<file path="src/rtl/serial_paralelo_rx_pkg.sv">
// Shared symbols for the serial link: byte width, COM idle symbol, receiver FSM states.
package serial_paralelo_rx_pkg;

  localparam int unsigned BW            = 8;
  localparam logic [BW-1:0] COM         = 8'hBC;
  localparam int unsigned COM_COUNT_DEF = 4;

  typedef enum logic [1:0] {
    SEARCH = 2'd0,
    ALIGN  = 2'd1,
    ACTIVE = 2'd2
  } rx_state_e;

  function automatic logic is_com(input logic [BW-1:0] b);
    return b == COM;
  endfunction

endpackage

</file>
<file path="src/rtl/serial_paralelo_rx_if.sv">
// Serial receive link: one bit in, aligned payload byte + valid + link-active out.
interface serial_paralelo_rx_if;
  import serial_paralelo_rx_pkg::*;

  logic          data_in;
  logic [BW-1:0] data_out;
  logic          valid_out;
  logic          active;

  // master: serial source / payload consumer; slave: the receiver
  modport master (output data_in, input data_out, input valid_out, input active);
  modport slave  (input data_in, output data_out, output valid_out, output active);

endinterface

</file>
<file path="src/rtl/serial_paralelo_rx.sv">
// Serial-to-parallel receiver: hunts for COM, aligns after COM_COUNT aligned COMs, then
// delivers non-COM bytes on the edge that samples their LSB, held for one BW-cycle slot.
module serial_paralelo_rx
  import serial_paralelo_rx_pkg::*;
#(
  parameter int unsigned COM_COUNT = COM_COUNT_DEF
) (
  input  logic clk32f,
  input  logic reset,
  serial_paralelo_rx_if.slave link
);

  localparam logic [3:0] COM_TGT  = 4'(COM_COUNT);
  localparam logic [2:0] BIT_LAST = 3'(BW - 1);

  // Only the newest BW-1 bits are ever needed: next_byte appends the live input bit.
  logic [BW-2:0] sr_q, sr_d;
  logic [2:0]    bit_cnt_q, bit_cnt_d;
  logic [3:0]    com_cnt_q, com_cnt_d;
  rx_state_e     state_q, state_d;
  logic [BW-1:0] data_q, data_d;
  logic          valid_q, valid_d;
  logic          active_q, active_d;

  logic [BW-1:0] next_byte;
  logic          boundary;
  logic          next_is_com;

  assign next_byte   = {sr_q, link.data_in};
  assign next_is_com = is_com(next_byte);
  assign boundary    = (bit_cnt_q == BIT_LAST);

  always_comb begin
    state_d   = state_q;
    bit_cnt_d = bit_cnt_q;
    com_cnt_d = com_cnt_q;
    data_d    = data_q;
    valid_d   = valid_q;
    active_d  = active_q;
    sr_d      = next_byte[BW-2:0];

    unique case (state_q)
      SEARCH: begin
        if (next_is_com) begin
          bit_cnt_d = 3'd0;
          com_cnt_d = 4'd1;
          if (COM_TGT == 4'd1) begin
            state_d  = ACTIVE;
            active_d = 1'b1;
          end else begin
            state_d = ALIGN;
          end
        end
      end
      ALIGN: begin
        bit_cnt_d = bit_cnt_q + 3'd1;
        if (boundary) begin
          if (next_is_com) begin
            com_cnt_d = com_cnt_q + 4'd1;
            if (com_cnt_q + 4'd1 == COM_TGT) begin
              state_d  = ACTIVE;
              active_d = 1'b1;
            end
          end else begin
            state_d   = SEARCH;
            com_cnt_d = 4'd0;
            bit_cnt_d = 3'd0;
          end
        end
      end
      ACTIVE: begin
        bit_cnt_d = bit_cnt_q + 3'd1;
        // COM is idle fill: drop valid but keep the last payload byte on data_out
        if (boundary) begin
          if (next_is_com) begin
            valid_d = 1'b0;
          end else begin
            data_d  = next_byte;
            valid_d = 1'b1;
          end
        end
      end
      default: begin
        state_d = SEARCH;
      end
    endcase
  end

  always_ff @(posedge clk32f or posedge reset) begin
    if (reset) begin
      state_q   <= SEARCH;
      sr_q      <= '0;
      bit_cnt_q <= 3'd0;
      com_cnt_q <= 4'd0;
      data_q    <= '0;
      valid_q   <= 1'b0;
      active_q  <= 1'b0;
    end else begin
      state_q   <= state_d;
      sr_q      <= sr_d;
      bit_cnt_q <= bit_cnt_d;
      com_cnt_q <= com_cnt_d;
      data_q    <= data_d;
      valid_q   <= valid_d;
      active_q  <= active_d;
    end
  end

  assign link.data_out  = data_q;
  assign link.valid_out = valid_q;
  assign link.active    = active_q;

endmodule

</file>
<file path="src/flat_wrapper.sv">
// flat-port wrapper written by rule: the top's interface ports become plain ports
module serial_paralelo_rx_flat import serial_paralelo_rx_pkg::*;
#(
  parameter int unsigned COM_COUNT = COM_COUNT_DEF
)
  (clk32f, reset, link_data_in, link_data_out, link_valid_out, link_active);
  serial_paralelo_rx_if link_i ();
  input  logic clk32f;
  input  logic reset;
  input wire logic [$bits(link_i.data_in)-1:0] link_data_in;
  output wire logic [$bits(link_i.data_out)-1:0] link_data_out;
  output wire logic [$bits(link_i.valid_out)-1:0] link_valid_out;
  output wire logic [$bits(link_i.active)-1:0] link_active;
  assign link_i.data_in = link_data_in;
  assign link_data_out = link_i.data_out;
  assign link_valid_out = link_i.valid_out;
  assign link_active = link_i.active;
  serial_paralelo_rx #(.COM_COUNT(COM_COUNT)) u_core (.clk32f(clk32f), .reset(reset), .link(link_i));
endmodule
</file>
<file path="config.mk">
export PLATFORM = sky130hd
export DESIGN_NAME = serial_paralelo_rx_flat
export DESIGN_NICKNAME = d
export VERILOG_FILES = /design/src/rtl/serial_paralelo_rx_pkg.sv /design/src/rtl/serial_paralelo_rx_if.sv /design/src/rtl/serial_paralelo_rx.sv /design/src/flat_wrapper.sv
export SDC_FILE = /design/constraint.sdc
export NUM_CORES = 1
export LEC_CHECK = 0
export ABC_AREA = 1
export CAP_MARGIN = 20
export CORE_ASPECT_RATIO = 1.5
export CORE_MARGIN = 2
export CORE_UTILIZATION = 35
export DETAILED_ROUTE_END_ITERATION = 6
export GPL_TIMING_DRIVEN = 0
export HOLD_SLACK_MARGIN = 0.03
export PLACE_DENSITY = 0.5
export SLEW_MARGIN = 20
export SYNTH_ARGS = -nofsm -noshare
export SYNTH_HDL_FRONTEND = slang
export SYNTH_SLANG_ARGS = --single-unit
</file>
<file path="constraint.sdc">
create_clock -name clk32f -period 2.7 [get_ports clk32f]
set_input_delay 0.27 -clock clk32f [delete_from_list [all_inputs] [get_ports clk32f]]
set_output_delay 0.27 -clock clk32f [all_outputs]
set_load 0.005 [all_outputs]
</file>
Word level (Yosys, flattened, before mapping)
Cells that the tools add are included.
{ "totals": {"regBits": 26, "wordCells": 42, "inputBits": 3} }
{ "op_classes": {"n_addsub": 2, "muxes": 14, "reduce_logical": 9, "n_bitwise": 2, "n_eq_ne": 8} }
{ "op_table": {"columns": ["op", "n"], "rows": [
  ["4-bit 2-to-1 mux", 3],
  ["3-bit 2-to-1 mux", 3],
  ["3-bit one-hot mux with 3 select lines", 1],
  ["8-bit equality test, second input constant", 1],
  ["2-bit 2-to-1 mux", 4],
  ["4-bit one-hot mux with 2 select lines", 1],
  ["4-bit AND reduction", 2],
  ["2-bit one-hot mux with 3 select lines", 1],
  ["3-bit AND reduction", 2],
  ["4-bit by 1-bit adder with 4-bit output, second input constant", 1],
  ["4-bit by 3-bit equality test with 1-bit output, second input constant", 1],
  ["2-bit by 1-bit != test with 1-bit output, second input constant", 2],
  ["2-bit AND reduction", 2],
  ["3-bit by 1-bit adder with 3-bit output, second input constant", 1],
  ["3-bit equality test, second input constant", 1],
  ["3-bit != test, second input constant", 1],
  ["3-bit nonzero test", 1],
  ["2-bit by 1-bit equality test with 1-bit output, second input constant", 1],
  ["2-bit equality test, second input constant", 1],
  ["2-bit logical NOT", 1],
  ["1-bit NOT", 2],
  ["2-bit nonzero test", 1],
  ["1-bit 2-to-1 mux", 1]
]} }

Longest topological paths before layout
Gate-level depths: netlist of run 1.
{ "depth": {"depth_word": 6, "ltp_mapped": 10} }

Worst setup path after synthesis of run 1
Ideal clock, no wire load.
{ "synth_path": {"kind": "register to register", "start": "reg u_core.state_q[0]", "end": "reg u_core.com_cnt_q[0]", "setup_ps": 119, "slack_ps": 1355, "period_less_slack_ps": 1345, "stages_incl_launch_ff": 8, "path_buffers": 0, "arrival_time_ps": 1226, "cell_sequence": "dfrtp_1 -> inv_1 -> ha_1 -> nor2_2 -> a21oi_2 -> nand2_2 -> nor2_1 -> nor2_1"} }
{ "synth_between": {"elab_chain_cells": 3, "word_cells_on_any_way": 7} }
{ "synth_rtl": {"columns": ["element", "line_no", "source"], "rows": [
  ["from (decl)", "serial_paralelo_rx.sv:20", "rx_state_e state_q, state_d;"],
  ["from (signal assigned)", "serial_paralelo_rx.sv:99", "state_q <= state_d;"],
  ["2-bit by 1-bit equality test with 1-bit output or 2-bit logical NOT (tied branches)", "serial_paralelo_rx.sv:42", "unique case (state_q)"],
  ["2-bit by 1-bit != test with 1-bit output (no line) or 2-bit nonzero test (tied branches)", null, null],
  ["3-bit AND reduction (no line)", null, null],
  ["to (signal assigned)", "serial_paralelo_rx.sv:102", "com_cnt_q <= com_cnt_d;"],
  ["to (decl)", "serial_paralelo_rx.sv:19", "logic [3:0] com_cnt_q, com_cnt_d;"]
]} }
Parallel ways exist; a longest one is shown, timed or not.
A chain may end at the register's enable or synchronous reset.

Worst setup path in the final report of run 1
Same ends and word-level chain as after synthesis.

==> summary.md, run 1 <==
| Metric | Value |
|---|---|
| Post-synth cell types | `22` |
| DRC | `0` |
| ANT nets after route | `0` |
| Crit-path max FO | `7` |
| Syn Inst Count | `132` |
| Seq cells post-synth | `26` |
| CTS H-Tree Depth | `1` |
| Vias in the first global route | `921` |
| Clock Tree Root | `clkbuf_8` |
| Final hold vios | `0` |
| Crit-path slowest cell | `dfrtp_1` |
| DIE HEIGHT | `78.4 um` |
| Post-synth net total | `143` |
| CP Class | `reg2reg` |
| CTS tree | `yes` |
| Die width | `53.6 um` |
| Reg-to-reg slack, setup | `1210 ps` |
| Mean Syn Cell Area | `9.79 sq um` |
| N_diodes | `0` |
| Final Skew | `3.33 ps` |
| Measured slew at the worst slew-check pin | `423 ps` |
| Relative slew slack | `71.6%` |
| Initial antenna violation count | `0` |
| Number of flops mapped to enable cells by yosys | `0` |
| Critical Path Max Stage Delay | `430 ps` |
| Most common cell after layout, fill and taps aside | `nand2_1` |
| CTS Buf Count | `3` |
| Area Overhead vs Synth | `21.1%` |
| Lkg Pwr | `0.764 nW` |
| Core Box Area | `3610 sq um` |
| HPWL Detailed | `1670 um` |
| CP bufs+invs | `1` |
| Crit path max-delay family | `flip-flops` |
| Max Transition Viols Final | `0` |
| Gpl congestion | `0.683` |
| DR vias/cell | `4.57` |
| Nets | `161` |
| Worst reg2reg startpoint | `u_core.state_q[0]` |
| Largest net degree at the start of global routing | `27` |
| Cell Area, Synth | `1290 sq um` |
| Starting Density | `35.8%` |
| Total track usage | `12.7%` |
| Crit-path cells | `inv_1 > ha_1 > nor2_2 > a21oi_2 > nand2_2 > nor2_1 > nor2_1` |
| Number of max-cap violations | `0` |
| Tot Pwr | `1.02 mW` |
| Status | `finished, final reports clean` |
| Die area | `4200 sq um` |
| Critical Path Sink Type | `flip-flop` |
| Drt initial violations | `18` |
| CTS Buffer Depth | `2` |
| Number of I/O pins | `13` |
| First drt pass iteration count | `4` |
| Tcrit/Tclk final | `55.4%` |
| Avg WL per Cell | `11.6 um` |
| I/O Buffers | `12` |
| Cts repair resizes | `0` |
| R2r endpoint | `u_core.com_cnt_q[0]` |
| Worst r2r path cells | `7` |
| Critical path startpoint | `u_core.state_q[0]` |
| GRT overflow | `0` |
| Top_reg_cell synth | `dfrtp_1` |
| Synth warnings | `0` |
| Post-synthesis sequential area ratio | `50.3%` |
| Ys async rst share | `100%` |
| Critical Path AT | `1660 ps` |
| Post-layout min period | `1490 ps` |
| Hold_buf cts | `0` |
| Peak VDD IR | `0.000401 V` |
| First-pass GRT wire length | `4000 um` |
| Wirelength, routed | `2220 um` |
| Peak Freq | `669 MHz` |
| Site row count | `27` |
| Most frequent cells in the layout | `nand2_1 (38), dfrtp_1 (26), clkdlybuf4s50_1 (12), nand3_1 (10), inv_1 (9)` |
| Clock sinks | `26` |
| Final setup fails | `0` |
| Postcts setup bufs | `0` |
| Pwr dens | `650 nW/um^2` |
| Clk_lat worst skew | `270 ps` |
| Most used cell along the critical path | `nor2_1` |
| RSZ-0062 raised after global routing | `false` |
| Setup crit start kind | `flip-flop` |
| Critical Path RT | `2870 ps` |
| Fraction of layout cells with a size suffix above 1 | `18.8%` |
| Hold Path Class | `in2async` |
| Total number of vias | `878` |
| Setup_tns | `0 ps` |
| CTS clk-pin slew, worst paths | `90 ps` |
| Filler cells | `363` |
==> stage by stage <==
step / setup WS [ps] / hold WS (ps) / cell area, sq um / utilization (%) / instances
2_1_floorplan: 1350 / 301 / 1290 / - / 132
3_3_place_gp: 1150 / 365 / 1470 / 40.6 / 187
3_5_place_dp: 1120 / 365 / 1470 / 40.6 / 187
4_1_cts: 1200 / 387 / 1540 / 42.5 / 191
5_1_grt: 1080 / 277 / 1570 / 43.3 / 192
6_report: 1210 / 236 / 1570 / 43.3 / 192
==> per-layer routing <==
layer / track usage, % / wire length (um) / part of all wire, % / vias up
met3: 1.90 / 40 / 1.8 / 5
met4: 5.38 / 44 / 2.0 / 0
met5: 0 / 0 / 0 / -
li1: - / - / - / 457
met2: 21.0 / 1150 / 52 / 10
met1: 16.1 / 988 / 45 / 406
==> cell usage after synthesis, types with 2 or more instances <==
cell / number / area [sq um]
nor2_8: 2 / 40.0
o21ai_1: 7 / 35.0
inv_2: 4 / 15.0
nor2_1: 3 / 11.3
nand2_2: 6 / 37.5
nand2_4: 3 / 33.8
nand3_1: 10 / 50.1
ha_1: 8 / 100
a21oi_1: 2 / 10.0
inv_1: 10 / 37.5
nand4_1: 4 / 25.0
dfrtp_1: 26 / 651
nand2_1: 38 / 143
==> sequential cells by signal, indices dropped and copies added (netlist names) <==
| name | count |
|---|---|
| u_core.link.data_out | 8 |
| u_core.sr_q | 7 |
| u_core.com_cnt_q | 4 |
| u_core.bit_cnt_q | 3 |
| u_core.state_q | 2 |
| u_core.link.active | 1 |
| u_core.link.valid_out | 1 |
==> report_power, final <==
group | leakage (nW) | switching, mW | internal, mW
registers | 0.336 | 0.0329 | 0.417
logic | 0.393 | 0.146 | 0.0960
clock network | 0.0357 | 0.127 | 0.198
==> final cells by class <==
type / count / area, sq um / share of cell area [%]
clock buffers: 3 / 41.3 / 2.64
inverters: 15 / 57.6 / 3.68
clock inverters: 1 / 30.0 / 1.92
plain buffers: 1 / 11.3 / 0.719
multi-input cells: 90 / 573 / 36.6
well taps: 43 / 53.8 / 3.44
repair buffers: 13 / 148 / 9.43
flip-flops and latches: 26 / 651 / 41.6
==> logic make-up (layout without fill, tap and decap cells) <==
| kind of cell | count (synthesis) | after routing | share of synthesized area (%) |
|---|---|---|---|
| DFF | 26 | 26 | 50.3 |
| AOI/OAI and AO/OA | 13 | 13 | 7.45 |
| and+or+nand+nor | 69 | 69 | 29.1 |
| buffers and inverters | 16 | 33 | 5.32 |
| adders and majority gates | 8 | 8 | 7.74 |
==> worst max path at each step <==
stage	slack, ps	end	cells after the start
after floorplan	1350	u_core.com_cnt_q[0]	7
after detailed placement	1120	u_core.com_cnt_q[0]	9
after global placement	1150	u_core.com_cnt_q[0]	9
final	1210	u_core.com_cnt_q[0]	7
after CTS	1200	u_core.com_cnt_q[0]	7
after global routing	1080	u_core.state_q[0]	8
==> worst register-to-register path: stages (launching register included) <==
cell and delay [ps]:
dfrtp_1 430, inv_1 100, ha_1 370, nor2_2 60, a21oi_2 140, nand2_2 120, nor2_1 130, nor2_1 50
(Power assumes the default switching activity.)
==> run 2, diff against run 1 <==
clock period = 1.5 ns   (was 2.7 ns; I/O delays follow)
==> summary.md, run 2 (synthesized netlist as in run 1, its figures left out) <==
| Metric | Value |
|---|---|
| Largest net degree at the start of global routing | `27` |
| First drt pass iteration count | `4` |
| Number of max-cap violations | `0` |
| CTS tree | `yes` |
| Critical Path AT | `1590 ps` |
| Hold_buf cts | `0` |
| Die area | `4200 sq um` |
| Vias in the first global route | `921` |
| Crit-path max FO | `3` |
| Critical path startpoint | `u_core.bit_cnt_q[0]` |
| CTS Buf Count | `3` |
| Avg WL per Cell | `11.7 um` |
| CTS clk-pin slew, worst paths | `90 ps` |
| Clk_lat worst skew | `270 ps` |
| Worst r2r path cells | `8` |
| Peak Freq | `705 MHz` |
| Final setup fails | `0` |
| Starting Density | `35.8%` |
| Nets | `162` |
| Most frequent cells in the layout | `nand2_1 (38), dfrtp_1 (25), clkdlybuf4s50_1 (12), nand3_1 (10), inv_1 (9)` |
| Fraction of layout cells with a size suffix above 1 | `22.7%` |
| Clock sinks | `26` |
| Largest register FFs | `8` |
| Tot Pwr | `1.86 mW` |
| First-pass GRT wire length | `4000 um` |
| Status | `finished, final reports clean` |
| N_diodes | `0` |
| ANT nets after route | `0` |
| Site row count | `27` |
| Drt initial violations | `14` |
| Critical Path Sink Type | `flip-flop` |
| Number of I/O pins | `13` |
| Setup_tns | `0 ps` |
| Die width | `53.6 um` |
| Clock Tree Root | `clkbuf_8` |
| Total track usage | `12.7%` |
| Wirelength, routed | `2250 um` |
| Tcrit/Tclk final | `94.6%` |
| Worst reg2reg startpoint | `u_core.bit_cnt_q[0]` |
| Relative slew slack | `71.6%` |
| HPWL Detailed | `1670 um` |
| Capture point of the critical path | `u_core.state_q[0]` |
| CP Class | `reg2reg` |
| Critical Path RT | `1670 ps` |
| Gpl congestion | `0.683` |
| Hold Path Class | `in2async` |
| Peak VDD IR | `0.000755 V` |
| Core Box Area | `3610 sq um` |
| Total number of vias | `887` |
| DIE HEIGHT | `78.4 um` |
| Pwr dens | `1180 nW/um^2` |
| I/O Buffers | `12` |
| Lkg Pwr | `0.764 nW` |
| Measured slew at the worst slew-check pin | `423 ps` |
| Final hold vios | `0` |
| Setup crit start kind | `flip-flop` |
| Most common cell after layout, fill and taps aside | `nand2_1` |
| Post-layout min period | `1420 ps` |
| CTS H-Tree Depth | `1` |
| Final Skew | `3.27 ps` |
| RSZ-0062 raised after global routing | `true` |
| R2r endpoint | `u_core.state_q[0]` |
| DR vias/cell | `4.60` |
| Max Transition Viols Final | `0` |
| GRT overflow | `0` |
| Area Overhead vs Synth | `22.7%` |
| Filler cells | `359` |
| Initial antenna violation count | `0` |
| DRC | `0` |
| CTS Buffer Depth | `2` |
| Reg-to-reg slack, setup | `80 ps` |
## run 2: cell count changes in the layout (fill, tap and decap cells not counted), sizes merged
cell,previous run,this run
buf,2,3
## run 2: report_power, final
part / internal [mW] / total (mW) / switching [mW]
Combinational: 0.196 / 0.466 / 0.270
Clock: 0.357 / 0.586 / 0.228
Sequential: 0.753 / 0.812 / 0.0593
Total: 1.31 / 1.86 / 0.557
## run 2: metal layers
metal / global-route usage [%] / vias to the layer above / routed length, um
met5: 0 / - / 0
met4: 5.38 / 0 / 44
met3: 1.90 / 5 / 43
met2: 21.0 / 12 / 1160
met1: 16.1 / 412 / 1010
li1: - / 458 / -
## run 2: layout make-up
cell class	instances	area [sq um]	share of cell area, %
plain buffers	1	11.3	0.710
clock buffers	3	41.3	2.60
clock inverters	1	30.0	1.89
inverters	15	57.6	3.63
multi-input cells	90	584	36.9
flip-flops and latches	26	652	41.1
well taps	43	53.8	3.39
repair buffers	14	155	9.79
## run 2: metrics by stage
stage               setup slack [ps]  utilization, %  cells  instance area [sq um]  hold WS (ps)
global route                   -20.8            43.9    193                   1590           157
global placement                56.0            40.6    187                   1470           365
detailed placement              19.7            40.6    187                   1470           365
finish                          81.3            43.9    193                   1590           116
CTS                             3.40            42.5    191                   1540           352
floorplan                        155               -    132                   1290           181
## run 2: what timing repair did
| action | CTS | global route |
|---|---|---|
| resized for setup | 0 | 5 |
| setup endpoints to repair | 0 | 17 |
| buffers inserted | 0 | 1 |
## run 2: worst min-delay path by stage
stage                     cells after the start            from                 endpoint
after floorplan                               0    link_data_in           u_core.sr_q[0]
final                                         2           reset  u_core.link.data_out[7]
after global placement                        0  u_core.sr_q[0]           u_core.sr_q[1]
after CTS                                     1    link_data_in           u_core.sr_q[0]
after detailed placement                      0  u_core.sr_q[0]           u_core.sr_q[1]
after global routing                          2           reset  u_core.link.data_out[7]
## run 2: worst max-delay path: stages, from the launching register on
cell and delay, ps:
dfrtp_1 370, ha_1 160, ha_2 190, inv_1 70
a21oi_2 130, a21boi_4 210, nand2_2 60, nand2_1 60
nand2_1 50
